### config.mk
export PLATFORM = sky130hd
export DESIGN_NAME = alu_mul_seq_flat
export DESIGN_NICKNAME = d
export VERILOG_FILES = /design/src/rtl/alu_pkg.sv /design/src/rtl/alu_mul_seq_if.sv /design/src/rtl/alu_mul_seq.sv /design/src/flat_wrapper.sv
export SDC_FILE = /design/constraint.sdc
export NUM_CORES = 1
export LEC_CHECK = 0
export CAP_MARGIN = 5
export CORE_MARGIN = 3
export CORE_UTILIZATION = 40
export CTS_CLUSTER_SIZE = 25
export DETAILED_ROUTE_END_ITERATION = 10
export PLACE_DENSITY_LB_ADDON = 0.2
export SLEW_MARGIN = 10
export SYNTH_ARGS = -nofsm -noshare
export SYNTH_HDL_FRONTEND = slang
export SYNTH_SLANG_ARGS = --single-unit
### constraint.sdc
create_clock -name clk -period 10.6 [get_ports clk]
set_clock_uncertainty 0.2 [all_clocks]
set_input_delay 2.65 -clock clk [delete_from_list [all_inputs] [get_ports clk]]
set_output_delay 2.65 -clock clk [all_outputs]
set_load 0.01 [all_outputs]
### src/rtl/alu_pkg.sv
// Shared ALU opcode encodings and multiplier sequencer state type.
package alu_pkg;

  localparam logic [3:0] ALU_AND = 4'b0000;
  localparam logic [3:0] ALU_OR  = 4'b0001;
  localparam logic [3:0] ALU_ADD = 4'b0010;
  localparam logic [3:0] ALU_SUB = 4'b0011;
  localparam logic [3:0] ALU_SLL = 4'b0100;
  localparam logic [3:0] ALU_SRL = 4'b0101;
  localparam logic [3:0] ALU_SRA = 4'b0111;

  typedef enum logic [1:0] {
    IDLE,
    ADD,
    SHIFT,
    DONE
  } mul_state_t;

endpackage

### src/rtl/alu_mul_seq_if.sv
// Pipeline-side request/result signals and shared-ALU borrow port of the multiplier.
// master: pipeline + ALU arbiter side; slave: the multiplier sequencer.
interface alu_mul_seq_if #(
  parameter int unsigned DATA_WIDTH    = 32,
  parameter int unsigned OPCODE_LENGTH = 4
);

  logic                     start;
  logic [DATA_WIDTH-1:0]    op_a;
  logic [DATA_WIDTH-1:0]    op_b;
  logic                     busy;
  logic                     done;
  logic [DATA_WIDTH-1:0]    product;

  logic                     alu_req;
  logic                     alu_gnt;
  logic [DATA_WIDTH-1:0]    alu_src_a;
  logic [DATA_WIDTH-1:0]    alu_src_b;
  logic [OPCODE_LENGTH-1:0] alu_operation;
  logic [DATA_WIDTH-1:0]    alu_result;

  modport master (
    output start, op_a, op_b, alu_gnt, alu_result,
    input  busy, done, product, alu_req, alu_src_a, alu_src_b, alu_operation
  );

  modport slave (
    input  start, op_a, op_b, alu_gnt, alu_result,
    output busy, done, product, alu_req, alu_src_a, alu_src_b, alu_operation
  );

endinterface

### src/rtl/alu_mul_seq.sv
// Iterative shift-and-add multiplier that borrows the shared integer ALU (low-half MUL).
// Optional MUL_EARLY_EXIT_EN: finish as soon as the remaining multiplier bits are all zero.
module alu_mul_seq
  import alu_pkg::*;
#(
  parameter int unsigned DATA_WIDTH    = 32,
  parameter int unsigned OPCODE_LENGTH = 4
) (
  input logic         clk,
  input logic         reset,
  alu_mul_seq_if.slave bus
);

  localparam int unsigned           CntWidth = $clog2(DATA_WIDTH);
  localparam logic [CntWidth-1:0]   CntLast  = CntWidth'(DATA_WIDTH - 1);

  mul_state_t            state_q, state_d;
  logic [DATA_WIDTH-1:0] acc_q, acc_d;
  logic [DATA_WIDTH-1:0] mcand_q, mcand_d;
  logic [DATA_WIDTH-1:0] mplier_q, mplier_d;
  logic [CntWidth-1:0]   cnt_q, cnt_d;
  logic [DATA_WIDTH-1:0] product_q;
  logic                  early_exit;

`ifdef MUL_EARLY_EXIT_EN
  assign early_exit = (mplier_q == '0);
`else
  assign early_exit = 1'b0;
`endif

  always_comb begin
    state_d           = state_q;
    acc_d             = acc_q;
    mcand_d           = mcand_q;
    mplier_d          = mplier_q;
    cnt_d             = cnt_q;
    bus.alu_req       = 1'b0;
    bus.alu_src_a     = '0;
    bus.alu_src_b     = '0;
    bus.alu_operation = OPCODE_LENGTH'(ALU_AND);

    unique case (state_q)
      IDLE: begin
        if (bus.start) begin
          acc_d    = '0;
          mcand_d  = bus.op_a;
          mplier_d = bus.op_b;
          cnt_d    = '0;
          state_d  = ADD;
        end
      end
      ADD: begin
        if (early_exit) begin
          state_d = DONE;
        end else if (mplier_q[0]) begin
          bus.alu_req       = 1'b1;
          bus.alu_operation = OPCODE_LENGTH'(ALU_ADD);
          bus.alu_src_a     = acc_q;
          bus.alu_src_b     = mcand_q;
          if (bus.alu_gnt) begin
            acc_d   = bus.alu_result;
            state_d = SHIFT;
          end
        end else begin
          state_d = SHIFT;
        end
      end
      SHIFT: begin
        bus.alu_req       = 1'b1;
        bus.alu_operation = OPCODE_LENGTH'(ALU_SLL);
        bus.alu_src_a     = mcand_q;
        bus.alu_src_b     = DATA_WIDTH'(1);
        if (bus.alu_gnt) begin
          mcand_d  = bus.alu_result;
          mplier_d = mplier_q >> 1;
          cnt_d    = cnt_q + 1'b1;
          state_d  = (cnt_q == CntLast) ? DONE : ADD;
        end
      end
      DONE: begin
        state_d = IDLE;
      end
      default: begin
        state_d = IDLE;
      end
    endcase
  end

  always_ff @(posedge clk or posedge reset) begin
    if (reset) begin
      state_q   <= IDLE;
      acc_q     <= '0;
      mcand_q   <= '0;
      mplier_q  <= '0;
      cnt_q     <= '0;
      product_q <= '0;
    end else begin
      state_q  <= state_d;
      acc_q    <= acc_d;
      mcand_q  <= mcand_d;
      mplier_q <= mplier_d;
      cnt_q    <= cnt_d;
      // Capture on the edge entering DONE so product is already valid while done is high.
      if (state_d == DONE && state_q != DONE) begin
        product_q <= acc_q;
      end
    end
  end

  assign bus.busy    = (state_q != IDLE);
  assign bus.done    = (state_q == DONE);
  assign bus.product = product_q;

endmodule

### src/flat_wrapper.sv
// flat-port wrapper written by rule: the top's interface ports become plain ports
module alu_mul_seq_flat import alu_pkg::*;
#(
  parameter int unsigned DATA_WIDTH    = 32,
  parameter int unsigned OPCODE_LENGTH = 4
)
  (clk, reset, bus_start, bus_op_a, bus_op_b, bus_alu_gnt, bus_alu_result, bus_busy, bus_done, bus_product, bus_alu_req, bus_alu_src_a, bus_alu_src_b, bus_alu_operation);
  alu_mul_seq_if #(.DATA_WIDTH(DATA_WIDTH), .OPCODE_LENGTH(OPCODE_LENGTH)) bus_i ();
  input logic clk;
  input logic reset;
  input wire logic [$bits(bus_i.start)-1:0] bus_start;
  input wire logic [$bits(bus_i.op_a)-1:0] bus_op_a;
  input wire logic [$bits(bus_i.op_b)-1:0] bus_op_b;
  input wire logic [$bits(bus_i.alu_gnt)-1:0] bus_alu_gnt;
  input wire logic [$bits(bus_i.alu_result)-1:0] bus_alu_result;
  output wire logic [$bits(bus_i.busy)-1:0] bus_busy;
  output wire logic [$bits(bus_i.done)-1:0] bus_done;
  output wire logic [$bits(bus_i.product)-1:0] bus_product;
  output wire logic [$bits(bus_i.alu_req)-1:0] bus_alu_req;
  output wire logic [$bits(bus_i.alu_src_a)-1:0] bus_alu_src_a;
  output wire logic [$bits(bus_i.alu_src_b)-1:0] bus_alu_src_b;
  output wire logic [$bits(bus_i.alu_operation)-1:0] bus_alu_operation;
  assign bus_i.start = bus_start;
  assign bus_i.op_a = bus_op_a;
  assign bus_i.op_b = bus_op_b;
  assign bus_i.alu_gnt = bus_alu_gnt;
  assign bus_i.alu_result = bus_alu_result;
  assign bus_busy = bus_i.busy;
  assign bus_done = bus_i.done;
  assign bus_product = bus_i.product;
  assign bus_alu_req = bus_i.alu_req;
  assign bus_alu_src_a = bus_i.alu_src_a;
  assign bus_alu_src_b = bus_i.alu_src_b;
  assign bus_alu_operation = bus_i.alu_operation;
  alu_mul_seq #(.DATA_WIDTH(DATA_WIDTH), .OPCODE_LENGTH(OPCODE_LENGTH)) u_core (.clk(clk), .reset(reset), .bus(bus_i));
endmodule
# Yosys cells after proc, flatten, opt, wreduce, memory -nomap -nowiden
# Index checks and enable logic that the tools add are counted.
word_totals:
  out_inout_bits: 103
  regBits: 135
  input_bits: 100
classes:
  addsub: 1
  n_reduce_logical: 7
  muxes: 26
  n_eq_ne: 10
op_table:
  columns: ["operator", "count"]
  rows:
  - ["$pmux 32 s2", 5]
  - ["$mux 32", 8]
  - ["$mux 2", 6]
  - ["$mux 5", 2]
  - ["$pmux 5 s2", 1]
  - ["$ne 2x2->1 const B", 4]
  - ["$pmux 2 s4", 1]
  - ["$pmux 4 s2", 1]
  - ["$eq 2x2->1 const B", 3]
  - ["$reduce_bool 2->1", 3]
  - ["$add 5x1->5 const B", 1]
  - ["$eq 5x5->1 const B", 1]
  - ["$reduce_and 4->1", 1]
  - ["$reduce_and 3->1", 1]
  - ["$eq 2x1->1 const B", 1]
  - ["$logic_not 2->1", 1]
  - ["$ne 2x1->1 const B", 1]
  - ["$pmux 1 s2", 1]
  - ["$logic_and 1x1->1", 1]
  - ["$mux 1", 1]

# Longest topological paths before layout
depth:
  depth_word: 6
  mapped_depth: 10
  depth_no_buf: 7

# Worst setup path before layout
# No wires, ideal clock.
synth_path:
  kind: "reg-to-output"
  start: "reg u_core.state_q[1]"
  end: "out bus_alu_src_a[0]"
  stages_incl_launch_ff: 8
  n_path_buf: 3
  required_time_ns: 7.750
  path_slack_ns: 6.018
  arrival_time_ns: 1.732
  path_cell_list: "dfrtp_1 > inv_1 > ha_1 > buf_2 > and3_1 > clkbuf_1 > buf_1 > a22o_1"
synth_between:
  elab_chain_len: 2
  elab_cells_between_ends: 3
  classes_between: "2 x eq/ne; 1 x mux"
synth_rtl:
  columns: ["item", "line_no", "rtl"]
  rows:
  - ["start, declared", "alu_mul_seq.sv:17", "mul_state_t state_q, state_d;"]
  - ["start signal, assigned", "alu_mul_seq.sv:98", "state_q <= state_d;"]
  - ["$eq 2x2->1 or $eq 2x1->1 (tied branches)", "alu_mul_seq.sv:42", "unique case (state_q)"]
  - ["$pmux 32 s2 (*)", "alu_mul_seq.sv:42", null]
  - ["end, declared", "flat_wrapper.sv:20", "output wire logic [$bits(bus_i.alu_src_a)-1:0] bus_alu_src_a;"]
# Every way passes the cells marked *; elsewhere a longest branch is shown, timed or not.

# Worst setup path in the final report
# Ends and elaborated chain as after synthesis.

==> impl_summary.log <==
INFO  metric max_slew_violation_total_from_the_final_report = 0
INFO  metric design.final.nets = 908
INFO  metric initial_core_util = 0.414
INFO  metric coreArea = 15400 sq um
INFO  metric p_per_area = 268 nW/um^2
INFO  metric pwr-share-comb = 0.428
INFO  metric cts.htree.levels = 4
INFO  metric startpoint = u_core.state_q[1]
INFO  metric cts-hold-fix-buffers = 0
INFO  metric postLayoutCellArea = 9040 sq um
INFO  metric p_sw = 901 uW
INFO  metric time_the_final_worst_path_needs_with_i_o_delays_and_setup = 6400 ps
INFO  metric yosysWarningCount = 0
INFO  metric global_route_wire_length_before_repair = 27700 um
INFO  metric worst_hold_startpoint = u_core.cnt_q[4]
INFO  metric synth-main-ff-cell = dfrtp_1
INFO  metric post_cts.resized_instances = 0
INFO  metric synth_cell_types = 31
INFO  metric design.portCount = 203
INFO  metric power.share.sequential = 0.365
INFO  metric placed_area = 8510 sq um
INFO  metric fmax = 156 MHz
INFO  metric finalSetupViolCount = 0
INFO  metric synth.ff_latch_count = 135
INFO  metric max_capacitance_violation_count = 0
INFO  metric fin_util = 0.586
INFO  metric critical_path.endpoint_type = output pin
INFO  metric ys_async_sr_fraction = 1.00
INFO  metric status = finished, final reports clean
INFO  metric detailroute.via_count = 5196
INFO  metric timing.setup.critical_path_class = reg -> out
INFO  metric first_global_vias = 5241
INFO  metric aggregate_routed_wire_length = 17100 um
INFO  metric share_of_the_clock_period_used_by_the_worst_path = 0.604
INFO  metric detail_route.drc_violations = 0
INFO  metric syn-instance-count = 625
INFO  metric leakage = 4.00 nW
INFO  metric critical_path.startpoint_type = register
INFO  metric grtUsageTotal = 0.196
INFO  metric drt-initial-drc-count = 338
INFO  metric layout-drive-gt1-share = 0.0826
INFO  metric slowest_delay = 1010 ps
INFO  metric cp_data_arrival_time = 3550 ps
INFO  metric timing_hold_violations_final = 0
INFO  metric finalSetupTns = 0 ps
INFO  metric clock_buffers_created_by_tritoncts = 17
INFO  metric gr-total-overflow = 0
INFO  metric r2r_start = u_core.state_q[0]
INFO  metric worst-path-max-fanout = 66
INFO  metric fraction_of_power_spent_switching_nets = 0.372
INFO  metric tritoncts = yes
INFO  metric rows = 45
INFO  metric detailedPlacementHpwl = 11800 um
INFO  metric antenna_cells = 0
INFO  metric hold_ws = 271 ps
INFO  metric cts_root_buffer = clkbuf_16
INFO  metric area.growth.synth_to_final = 41.6%
INFO  metric critical_path.slowest_cell = and3_2
INFO  metric syn_avg_cell_area = 10.2 sq um
INFO  metric fp.dieW = 132 um
INFO  metric die-area = 17500 sq um
INFO  metric p_total = 2.42 mW
INFO  metric gp_congestion = 0.797
INFO  metric clock-sinks = 135
INFO  metric post-cts-setup-buffers = 0
INFO  metric drt_first_pass_iters = 5
INFO  metric crit_chain = inv_1 -> ha_2 -> and3_2 -> a22o_1 -> clkdlybuf4s50_1
INFO  metric avgViaCountPerCell = 5.08
INFO  metric floorplan.die.height = 132 um
INFO  metric internal_power = 1.52 mW
INFO  metric peak_supply_drop = 0.203 mV
INFO  metric max_slew.worst_pin.slew = 1170 ps
INFO  metric min-delay-path-class = reg -> reg
INFO  metric netlist_area = 6380 sq um
INFO  metric rsz0062_at_grt = no
INFO  metric cts_buffer_depth = 2
INFO  metric clkTransAtPathRegs = 50 ps
INFO  metric final_antenna_violating_net_count = 0
INFO  metric power_frac_clock = 0.207
INFO  metric number_of_antenna_violations_at_the_first_check_in_global_routing = 0
INFO  metric synth_enable_flop_cells = 0
INFO  metric count_of_input_and_output_buffers = 200
INFO  metric largest_net_degree_at_the_start_of_global_routing = 134
INFO  metric seq_area_frac_synth = 0.529
INFO  metric route.detailed.wl_per_inst = 16.7 um
INFO  metric crit_required = 7750 ps
INFO  metric max-slew-margin-rel = 0.218
INFO  metric clk-insertion-delay-late = 410 ps
-- power groups by stage --
stage               registers (mW)  clock network (mW)  logic (mW)
finish                       0.884               0.502        1.04
global route                 0.911               0.539        1.15
CTS                          0.884               0.514        1.04
detailed placement           0.892                   0        1.04
global placement             0.876                   0        1.00
floorplan                    0.874                   0       0.623
-- layout make-up --
type	instances	area (sq um)
fillers	1322	6390
flip-flops and latches	135	3380
multi-input cells	437	2810
repair buffers	206	2070
clock buffers	23	468
well taps	211	264
clock inverters	5	27.5
inverters	5	23.8
-- layer usage --
metal,part of all wire,up-vias,wire (um),global-route usage
li1,-,2493,-,-
met2,0.49,175,8350,0.319
met5,0,-,0,0
met4,0.018,0,304,0.0652
met3,0.063,23,1080,0.0573
met1,0.43,2505,7320,0.254
-- cells in the mapped netlist (all sizes together), types with 2 or more instances --
master / instances / share of area
dfrtp: 135 / 0.53
nand2: 135 / 0.079
o21ai: 69 / 0.054
mux2i: 63 / 0.099
nand3: 36 / 0.028
and2: 34 / 0.033
a22o: 32 / 0.044
mux2: 32 / 0.056
clkbuf: 26 / 0.015
buf: 23 / 0.018
ha: 6 / 0.012
nor2b: 6 / 0.0059
inv: 5 / 0.0029
a21oi: 3 / 0.0024
and3: 3 / 0.0029
a21o: 2 / 0.0024
nand2b: 2 / 0.0020
nor2: 2 / 0.0012
nor3: 2 / 0.0016
or3: 2 / 0.0020
-- critical path, delay by kind of cell, from the launching register on --
family                     cells  cell delay (ps)
adders and majority gates      1              710
DFF                            1              440
and+or+nand+nor                1             1010
AOI/OAI and AO/OA              1              240
buffers and inverters          2              690
-- state kept, by name, summed over array words and instances, names as in the netlist --
register            cells
u_core.bus.product     32
u_core.mplier_q        32
u_core.cnt_q            5
u_core.mcand_q         32
u_core.state_q          2
u_core.acc_q           32
-- cells by family (layout without fill, tap and decap cells) --
group,after synthesis,after routing,synth area share
AOI/OAI and AO/OA,110,110,0.108
adders and majority gates,6,6,0.0118
buffers and inverters,54,239,0.0363
DFF,135,135,0.529
muxes,95,95,0.155
other,1,2,0.000588
and+or+nand+nor,224,224,0.158
-- metrics by stage --
stage                     instances  setup WS, ps
final                          1022          4200
after global routing           1022          3960
after CTS                      1021          4140
after detailed placement        993          4580
after global placement          993          4690
after floorplan                 626          4140
-- cell usage in the layout, fill, tap and decap left out, types with 17 or more instances in the layout --
cell type,n
clkbuf_16,17
mux2_2,30
o21ai_0,69
mux2i_1,63
and2_1,34
nand3_1,36
nand2_1,135
a22o_1,32
dfrtp_1,135
clkdlybuf4s50_1,200
-- final timing paths --
check,to,slack [ps],cells after the start
worst max register to register,u_core.cnt_q[3],6810,8
worst max-delay path,bus_alu_src_a[0],4200,5
min in group asynchronous,u_core.mplier_q[23],2470,2
max in group asynchronous,u_core.acc_q[18],6340,3
worst min register to register,u_core.cnt_q[4],270,2
worst min-delay path,u_core.cnt_q[4],270,2
Note: power is estimated with default switching activity, not from simulation.
